==> config.mk <==
export PLATFORM = sky130hd
export DESIGN_NAME = mem_block_copier
export DESIGN_NICKNAME = d
export VERILOG_FILES = /design/src/rtl/mem_block_copier.sv
export SDC_FILE = /design/constraint.sdc
export NUM_CORES = 1
export LEC_CHECK = 0
export CAP_MARGIN = 20
export CORE_ASPECT_RATIO = 1.4
export CORE_MARGIN = 8
export CORE_UTILIZATION = 53
export DETAILED_ROUTE_END_ITERATION = 8
export GPL_ROUTABILITY_DRIVEN = 0
export PLACE_DENSITY_LB_ADDON = 0.08
export SYNTH_ARGS = -nofsm -noshare
export SYNTH_HDL_FRONTEND = slang
export SYNTH_SLANG_ARGS = --single-unit
export TNS_END_PERCENT = 100
==> constraint.sdc <==
create_clock -name CLK -period 4.72 [get_ports CLK]
set_input_delay 0.472 -clock CLK [delete_from_list [all_inputs] [get_ports CLK]]
set_output_delay 0.472 -clock CLK [all_outputs]
set_load 0.01 [all_outputs]
==> src/rtl/mem_block_copier.sv <==
// mem_block_copier: DMA block copy engine on the 6502 memory port, 2 cycles/byte (READ, WRITE).
// Optional build macro MEM_COPIER_FILL_EN adds FillMode/FillData for a 1 cycle/byte constant fill.
module mem_block_copier #(
  parameter int ADDR_W = 16,
  parameter int DATA_W = 8,
  parameter int LEN_W  = 16
) (
  input  logic              CLK,
  input  logic              RESET_N,
  input  logic              Start,
  input  logic [ADDR_W-1:0] Src,
  input  logic [ADDR_W-1:0] Dst,
  input  logic [LEN_W-1:0]  Len,
`ifdef MEM_COPIER_FILL_EN
  input  logic              FillMode,
  input  logic [DATA_W-1:0] FillData,
`endif
  output logic              Busy,
  output logic              Done,
  output logic [ADDR_W-1:0] MemAddr,
  output logic              MemWE,
  output logic [DATA_W-1:0] MemWData,
  input  logic [DATA_W-1:0] MemRData
);

  localparam logic [1:0] S_IDLE  = 2'd0;
  localparam logic [1:0] S_READ  = 2'd1;
  localparam logic [1:0] S_WRITE = 2'd2;

  logic [1:0]        r_state;
  logic [ADDR_W-1:0] r_src;
  logic [ADDR_W-1:0] r_dst;
  logic [LEN_W-1:0]  r_count;
  logic              r_done;
  logic              w_accept;
  logic              w_fill_in;
  logic              w_fill;
  logic [DATA_W-1:0] w_fdata;

  assign w_accept = (r_state == S_IDLE) && Start && (Len != '0);

`ifdef MEM_COPIER_FILL_EN
  logic              r_fill;
  logic [DATA_W-1:0] r_fdata;
  assign w_fill_in = FillMode;
  assign w_fill    = r_fill;
  assign w_fdata   = r_fdata;

  // Fill mode and pattern are captured with the rest of the request
  always_ff @(posedge CLK or negedge RESET_N) begin
    if (!RESET_N) begin
      r_fill  <= 1'b0;
      r_fdata <= '0;
    end else if (w_accept) begin
      r_fill  <= FillMode;
      r_fdata <= FillData;
    end
  end
`else
  assign w_fill_in = 1'b0;
  assign w_fill    = 1'b0;
  assign w_fdata   = '0;
`endif

  // Transfer sequencer: IDLE accepts, READ presents src, WRITE stores and advances
  always_ff @(posedge CLK or negedge RESET_N) begin
    if (!RESET_N) begin
      r_state <= S_IDLE;
      r_src   <= '0;
      r_dst   <= '0;
      r_count <= '0;
      r_done  <= 1'b0;
    end else begin
      r_done <= 1'b0;
      if (r_state == S_IDLE) begin
        if (w_accept) begin
          r_src   <= Src;
          r_dst   <= Dst;
          r_count <= Len;
          r_state <= w_fill_in ? S_WRITE : S_READ;
        end else if (Start) begin
          r_done <= 1'b1;
        end
      end else if (r_state == S_READ) begin
        r_state <= S_WRITE;
      end else begin
        r_src   <= r_src + ADDR_W'(1);
        r_dst   <= r_dst + ADDR_W'(1);
        r_count <= r_count - LEN_W'(1);
        if (r_count == LEN_W'(1)) begin
          r_state <= S_IDLE;
          r_done  <= 1'b1;
        end else begin
          r_state <= w_fill ? S_WRITE : S_READ;
        end
      end
    end
  end

  assign Busy     = r_state != S_IDLE;
  assign Done     = r_done;
  assign MemWE    = r_state == S_WRITE;
  assign MemAddr  = (r_state == S_READ) ? r_src : (r_state == S_WRITE) ? r_dst : '0;
  assign MemWData = MemWE ? (w_fill ? w_fdata : MemRData) : '0;

endmodule
# ---- Word level (Yosys, flattened, before mapping)
# Cells that the tools add are included.
dict set report totals {
  regBits 51
  output_inout_bits 27
  word_cells 40
}
dict set report classes {
  n_reduce_logical 6
  n_addsub 3
  n_eq_ne 5
  mux 21
}
# op count
set op_table {}
lappend op_table {{2-to-1 mux 16 bit} 11}
lappend op_table {{adder 16 x 1 -> 16 bit, second input constant} 2}
lappend op_table {{equality test 16 x 1 -> 1 bit, second input constant} 1}
lappend op_table {{nonzero test 16 bit} 1}
lappend op_table {{subtractor 16 x 1 -> 16 bit, second input constant} 1}
lappend op_table {{2-to-1 mux 8 bit} 1}
lappend op_table {{2-to-1 mux 1 bit} 6}
lappend op_table {{2-to-1 mux 2 bit} 3}
lappend op_table {{!= test 2 bit, second input constant} 2}
lappend op_table {{equality test 2 x 1 -> 1 bit, second input constant} 1}
lappend op_table {{equality test 2 bit, second input constant} 1}
lappend op_table {{logical AND 1 bit} 2}
lappend op_table {{logical NOT 2 bit} 1}
lappend op_table {{AND reduction 2 bit} 1}
lappend op_table {{nonzero test 2 bit} 1}

# ---- Logic depth before layout (Yosys ltp)
# Gate-level depths: netlist of run 1.
dict set report logic_depth {
  ltp_word 5
  mapped_depth 7
  mapped_depth_nobuf 7
}

# ---- Worst setup path after synthesis of run 1
# No wires, ideal clock.
dict set report synth_timing {
  kind {register to output}
  from {reg r_state[1]}
  to {out MemAddr[10]}
  path_buffers 1
  required_ps 4248
  path_stages_with_launch 5
  setup_slack_ps 2929
  arrival_ps 1319
  path_cell_list {dfrtp_1 inv_1 nor2_1 clkbuf_1 a22o_1}
}
dict set report synth_via {
  elab_chain_cells 3
}
# item line
set synth_lines {}
lappend synth_lines {{start, declared} 30} ;# logic [1:0] r_state;
lappend synth_lines {{start signal, assigned} 80} ;# r_state <= w_fill_in ? S_WRITE : S_READ;
lappend synth_lines {{start signal, assigned} 94} ;# r_state <= w_fill ? S_WRITE : S_READ;
lappend synth_lines {{equality test 2 bit} 103} ;# assign MemAddr = (r_state == S_READ) ? r_src : (r_state == S_WRITE) ? r_dst : '0;
lappend synth_lines {{2-to-1 mux 16 bit} 103}
lappend synth_lines {{2-to-1 mux 16 bit (*)} 103}
lappend synth_lines {{end, declared} 20} ;# output logic [ADDR_W-1:0] MemAddr,
# Every way passes the cells marked *; elsewhere a longest branch is shown, timed or not.

# ---- Worst setup path in the final report of run 1
dict set report layout_timing {
  from {reg r_state[1]}
  to {out MemAddr[14]}
}
# Same word-level chain as after synthesis.

==> results_dict.tcl, run 1 <==
set metrics [dict create \
    cts_setup_buffers 0 \
    synthTopCellsByArea "dfrtp_1 (39%), a21oi_1 (9.4%), nand2_1 (6.0%)" \
    crit_end "MemAddr[14]" \
    max-cap-violations 0 \
    routedWlPerCell_um 17.6 \
    diodes 0 \
    syn_to_final_growth_pct 29.8 \
    totalWireLength_mm 9.67 \
    ir_drop_mv 0.283 \
    yosysTopAreaCell "dfrtp_1" \
    ys_seq_area_share_pct 38.5 \
    grt_pass1_wl_mm 15.7 \
    clockBufferDepth 2 \
    synthCells 404 \
    grt_pass1_vias 3315 \
    drt_iter0_markers 238 \
    critPathMaxFanout 25 \
    synth_edf_count 0 \
    dieArea_sq_mm 0.00907 \
    start_kind "flip-flop" \
    hold_violations 0 \
    rsz0062_at_grt "no" \
    p_comb_share_pct 40.8 \
    regArea_sq_mm 0.00128 \
    r2r_end "r_count[8]$_DFFE_PN0P_" \
    clk_pin_slew_ns 0.10 \
    die_h_um 110 \
    cpMaxStageDelayCell "dfrtp_1" \
    tightest_slew_ns 0.923 \
    worstSetupStartpoint "r_state[1]$_DFFE_PN0P_" \
    setup.worst_path.end_class "output port" \
    grt_overflow 0 \
    fmax_ghz 0.356 \
    max_stage_delay_ns 0.64 \
    maxSlewHeadroom_pct 38.2 \
    clock_sinks 51 \
    clk-insertion-delay-late_ns 0.30 \
    ios 86 \
    power_switching_share_pct 39.5 \
    core_area_sq_mm 0.00613 \
    ant_nets 0 \
    setup_viol 0 \
    fillerInstances 517 \
    numPortBuffers 85 \
    worst_clock_skew_ns 0.0132 \
    drcViolationCount 0 \
    synthArstFlopShare_pct 100 \
    multiInputGateArea_sq_mm 0.00190 \
    firstDrtPassIters 4 \
    p_per_area_mw_per_mm2 478 \
    setup_tns_ns 0 \
    ys_dominant_reg_cell "dfrtp_1" \
    vias 3374 \
    hold_path_class "input pin to asynchronous set/reset pin" \
    antenna_found_initial 0 \
    p_seq_share_pct 46.3 \
    worstSetupPathType "flip-flop to output port" \
    period_share_pct 59.6 \
    cts_made_buffers 5 \
    regToRegSetupSlack_ns 2.45 \
    path_cells "inv_1 -> nor2_1 -> buf_4 -> a22o_1 -> clkdlybuf4s50_1" \
    nets 538 \
    design_area_sq_mm 0.00430 \
    r2r-start "r_state[1]$_DFFE_PN0P_" \
    yosysUniqueCellTypes 51 \
    r2r_cells 6 \
    grt_max_degree 104 \
    avgSynthCellArea_sq_um 8.19 \
    die_w_um 82.8 \
    viasPerCell 6.16 \
    fin_hold_ws_ns 0.284 \
    power.leakage_uw 0.00179 \
    rows 34 \
    htreeDepth 2 \
    required_ns 4.25 \
    place_area_sq_mm 0.00419 \
    syn-cell-area_sq_mm 0.00331 \
    start_util_pct 54.0 \
    power_switching_uw 811 \
    mostFrequentLayoutCell "clkdlybuf4s50_1" \
    hold_buffers 0 \
    yosys_warnings 0 \
    ctsResizeCount 0 \
    synth_top_area_share_pct 38.5 \
    synth-seq-cells 51 \
    drive_gt1_share_pct 5.67 \
    grtUsageTotal_pct 21.6 \
    timing.final.crit_period_ns 2.81 \
    hpwl_mm 7.00 \
    final_cell_mix "clkdlybuf4s50_1 (84), a21oi_1 (62), nand2_1 (53), dfrtp_1 (51), o21ai_0 (27)" \
    cts_tree "yes" \
    maxSlewViolCount 0 \
    outcome "finished clean" \
    crit_arrival_ns 2.34 \
    clockPowerShare_pct 12.9 \
    synth.net_count 467 \
    cts_root_buf "clkbuf_8" \
    internal_power_uw 1240 \
]
## cell families (layout without fill, tap and decap cells)
kind of cell,after synthesis,count (layout),synth area share [%]
AO/OA/AOI/OAI,156,156,29.2
XOR/XNOR,6,6,1.59
adder cells (fa/ha/maj),4,4,1.51
buffers and inverters,36,108,4.31
flip-flops,51,51,38.5
multiplexers,3,3,0.907
AND/OR/NAND/NOR,148,148,23.9
## worst min path at each step
| stage | start | end | slack [ns] |
|---|---|---|---|
| 3_5_place_dp | r_dst[11]$_DFFE_PN0P_ | r_dst[11]$_DFFE_PN0P_ | 0.52 |
| 5_1_grt | RESET_N | r_src[2]$_DFFE_PN0P_ | 0.34 |
| 2_1_floorplan | RESET_N | Done$_DFF_PN0_ | 0.18 |
| 3_3_place_gp | r_dst[11]$_DFFE_PN0P_ | r_dst[11]$_DFFE_PN0P_ | 0.50 |
| 4_1_cts | RESET_N | r_src[2]$_DFFE_PN0P_ | 0.31 |
| 6_report | RESET_N | r_src[6]$_DFFE_PN0P_ | 0.28 |
## area by class of cell
class | count | area share, %
clock buffers | 7 | 2.01
clock inverters | 1 | 0.204
inverters | 7 | 0.612
multi-input cells | 317 | 44.3
flip-flops and latches | 51 | 29.7
well taps | 72 | 2.10
repair buffers | 93 | 21.1
## registers in the layout, summed over array words and instances (netlist names)
name     flops
Done         1
r_dst       16
r_src       16
r_state      2
r_count     16
## per-stage QoR
step	util (%)	power, uW	setup WS [ns]	cells
floorplan	-	1430	2.93	404
global placement	68.5	1750	1.81	539
detailed placement	68.5	1790	1.74	539
CTS	70.0	2060	1.61	547
global route	70.1	2210	1.75	548
finish	70.1	2050	1.91	548
## layer usage
layer / part of all wire [%] / track usage, %
met5: 0 / 0
met4: 2.3 / 8.17
met3: 6.8 / 3.36
met2: 52 / 36.5
met1: 39 / 26.7
## power by group through the flow
| stage | sequential [uW] | combinational, uW | clock [uW] |
|---|---|---|---|
| detailed placement | 947 | 846 | 0 |
| finish | 951 | 838 | 265 |
| CTS | 940 | 848 | 271 |
| global route | 987 | 940 | 285 |
| global placement | 938 | 815 | 0 |
| floorplan | 847 | 582 | 0 |
## worst max-delay path: cells and delay by family (launching register included)
family,cells,cell delay [ns]
buffers and inverters,3,1.07
flip-flops,1,0.64
AO/OA/AOI/OAI,1,0.20
AND/OR/NAND/NOR,1,0.14
## Yosys cell counts (2+ instances only)
library cell / number
xor2_1: 2
and2_1: 8
nor3_1: 2
and3_1: 3
o22a_1: 4
a22o_1: 16
o21ai_0: 27
a2bb2oi_1: 6
nor2_1: 24
or3_1: 4
nor2b_1: 2
nand4_1: 5
o22ai_1: 18
nor4_4: 2
a41oi_1: 2
inv_1: 7
a211oi_1: 2
ha_1: 4
nand2b_1: 5
xnor2_1: 4
and4_1: 5
a21oi_1: 62
nand2_1: 53
buf_2: 6
mux2i_1: 3
nand3_1: 20
nor4_1: 4
a32oi_1: 2
buf_1: 5
o32ai_1: 2
o2bb2a_1: 2
a31oi_1: 6
nor4b_1: 2
clkbuf_1: 18
dfrtp_1: 51
Power figures use the tool's default switching activity.
==> run 2, diff against run 1 <==
Settings changed: CORE_UTILIZATION 53 to 49.
Clock period 4.72 ns to 2.6 ns, I/O delays scaled along.
==> results_dict.tcl, run 2 (synthesis gave the netlist of run 1 again) <==
set metrics [dict create \
    path_cells "inv_1 -> nor2_1 -> buf_4 -> a22o_1 -> clkdlybuf4s50_1" \
    period_share_pct 92.1 \
    nets 547 \
    grt_overflow 0 \
    drt_iter0_markers 198 \
    worst_clock_skew_ns 0.00477 \
    clockBufferDepth 2 \
    p_per_area_mw_per_mm2 855 \
    grt_pass1_vias 3399 \
    timing.final.crit_period_ns 2.40 \
    grt_max_degree 49 \
    fillerInstances 584 \
    setup_viol 0 \
    clock_sinks 51 \
    die_h_um 113 \
    top_regs "r_count (16), r_dst (16), r_src (16)" \
    cts_made_buffers 5 \
    diodes 0 \
    numPortBuffers 85 \
    ctsResizeCount 0 \
    ant_nets 0 \
    cpMaxStageDelayCell "clkdlybuf4s50_1" \
    cts_tree "yes" \
    core_area_sq_mm 0.00657 \
    worstSetupPathType "flip-flop to output port" \
    setup_tns_ns 0 \
    setup.worst_path.end_class "output port" \
    required_ns 2.34 \
    start_kind "flip-flop" \
    cts_setup_buffers 0 \
    maxSlewHeadroom_pct 49.7 \
    routedWlPerCell_um 18.0 \
    rows 35 \
    vias 3401 \
    start_util_pct 50.4 \
    clk-insertion-delay-late_ns 0.30 \
    max_stage_delay_ns 0.54 \
    postLayoutCoreUtil_pct 66.8 \
    hpwl_mm 7.45 \
    die_w_um 85.5 \
    drcViolationCount 0 \
    drive_gt1_share_pct 7.63 \
    ir_drop_mv 0.493 \
    setup_slack_ns 0.205 \
    firstDrtPassIters 4 \
    grt_pass1_wl_mm 16.9 \
    dieArea_sq_mm 0.00968 \
    tightest_slew_ns 0.754 \
    place_ws_ns 0.359 \
    htreeDepth 2 \
    ios 86 \
    max-cap-violations 0 \
    viasPerCell 6.08 \
    fin_hold_ws_ns 0.0121 \
    hold_violations 0 \
    mostFrequentLayoutCell "clkdlybuf4s50_1" \
    cts_root_buf "clkbuf_8" \
    totalWireLength_mm 10.1 \
    crit_arrival_ns 2.14 \
    outcome "finished clean" \
    antenna_found_initial 0 \
    rsz0062_at_grt "no" \
    maxSlewViolCount 0 \
    grtUsageTotal_pct 21.4 \
    hold_path_class "input pin to asynchronous set/reset pin" \
    power.leakage_uw 0.00185 \
    syn_to_final_growth_pct 32.5 \
    fmax_ghz 0.417 \
    hold_buffers 0 \
    final_cell_mix "clkdlybuf4s50_1 (84), a21oi_1 (62), nand2_1 (53), dfrtp_1 (50), o21ai_0 (27)" \
    clk_pin_slew_ns 0.09 \
    critPathMaxFanout 25 \
]
-- run 2: area by class of cell --
cell class | count | area (sq um) | share of cell area, %
clock buffer | 8 | 100 | 2.28
inverter | 7 | 26.3 | 0.599
tap | 74 | 92.6 | 2.11
timing repair buffer | 102 | 986 | 22.5
sequential | 51 | 1280 | 29.1
multi-input combinational | 317 | 1900 | 43.4
-- run 2: final timing paths --
kind	start	end	slack, ns	depth (start not counted)
setup / recovery	r_state[1]$_DFFE_PN0P_	MemAddr[13]	0.20	5
hold / removal	RESET_N	r_dst[2]$_DFFE_PN0P_	0.01	1
setup reg to reg	r_count[0]$_DFFE_PN0P_	r_count[14]$_DFFE_PN0P_	0.65	7
hold reg to reg	r_dst[11]$_DFFE_PN0P_	r_dst[11]$_DFFE_PN0P_	0.55	1
max in group asynchronous	RESET_N	r_src[5]$_DFFE_PN0P_	1.91	2
min in group CLK	Dst[1]	r_dst[1]$_DFFE_PN0P_	0.53	3
-- run 2: through the flow --
stage	power, uW	cell area, sq um	cells
2_1_floorplan	2590	3310	404
3_3_place_gp	3190	4280	551
3_5_place_dp	3250	4280	551
4_1_cts	3760	4380	559
5_1_grt	4070	4390	559
6_report	3750	4390	559
-- run 2: routing by layer --
metal | global-route usage (%) | wire (um) | vias up
li1 | - | - | 1665
met1 | 25.0 | 4150 | 1604
met2 | 37.3 | 5130 | 117
met3 | 3.55 | 499 | 15
met4 | 8.92 | 272 | 0
met5 | 0 | 0 | -
-- run 2: where the power goes --
group	internal (uW)	switching [uW]	leakage (uW)
Clock	244	262	0.0000515
Sequential	1170	555	0.000577
Combinational	872	648	0.00122
Total	2290	1470	0.00185
-- run 2: critical path: cells and delay by family, from the launching register on --
| family | cells | cell delay [ns] |
|---|---|---|
| flops | 1 | 0.48 |
| compound gates | 1 | 0.20 |
| buf+inv | 3 | 1.01 |
| simple gates | 1 | 0.14 |
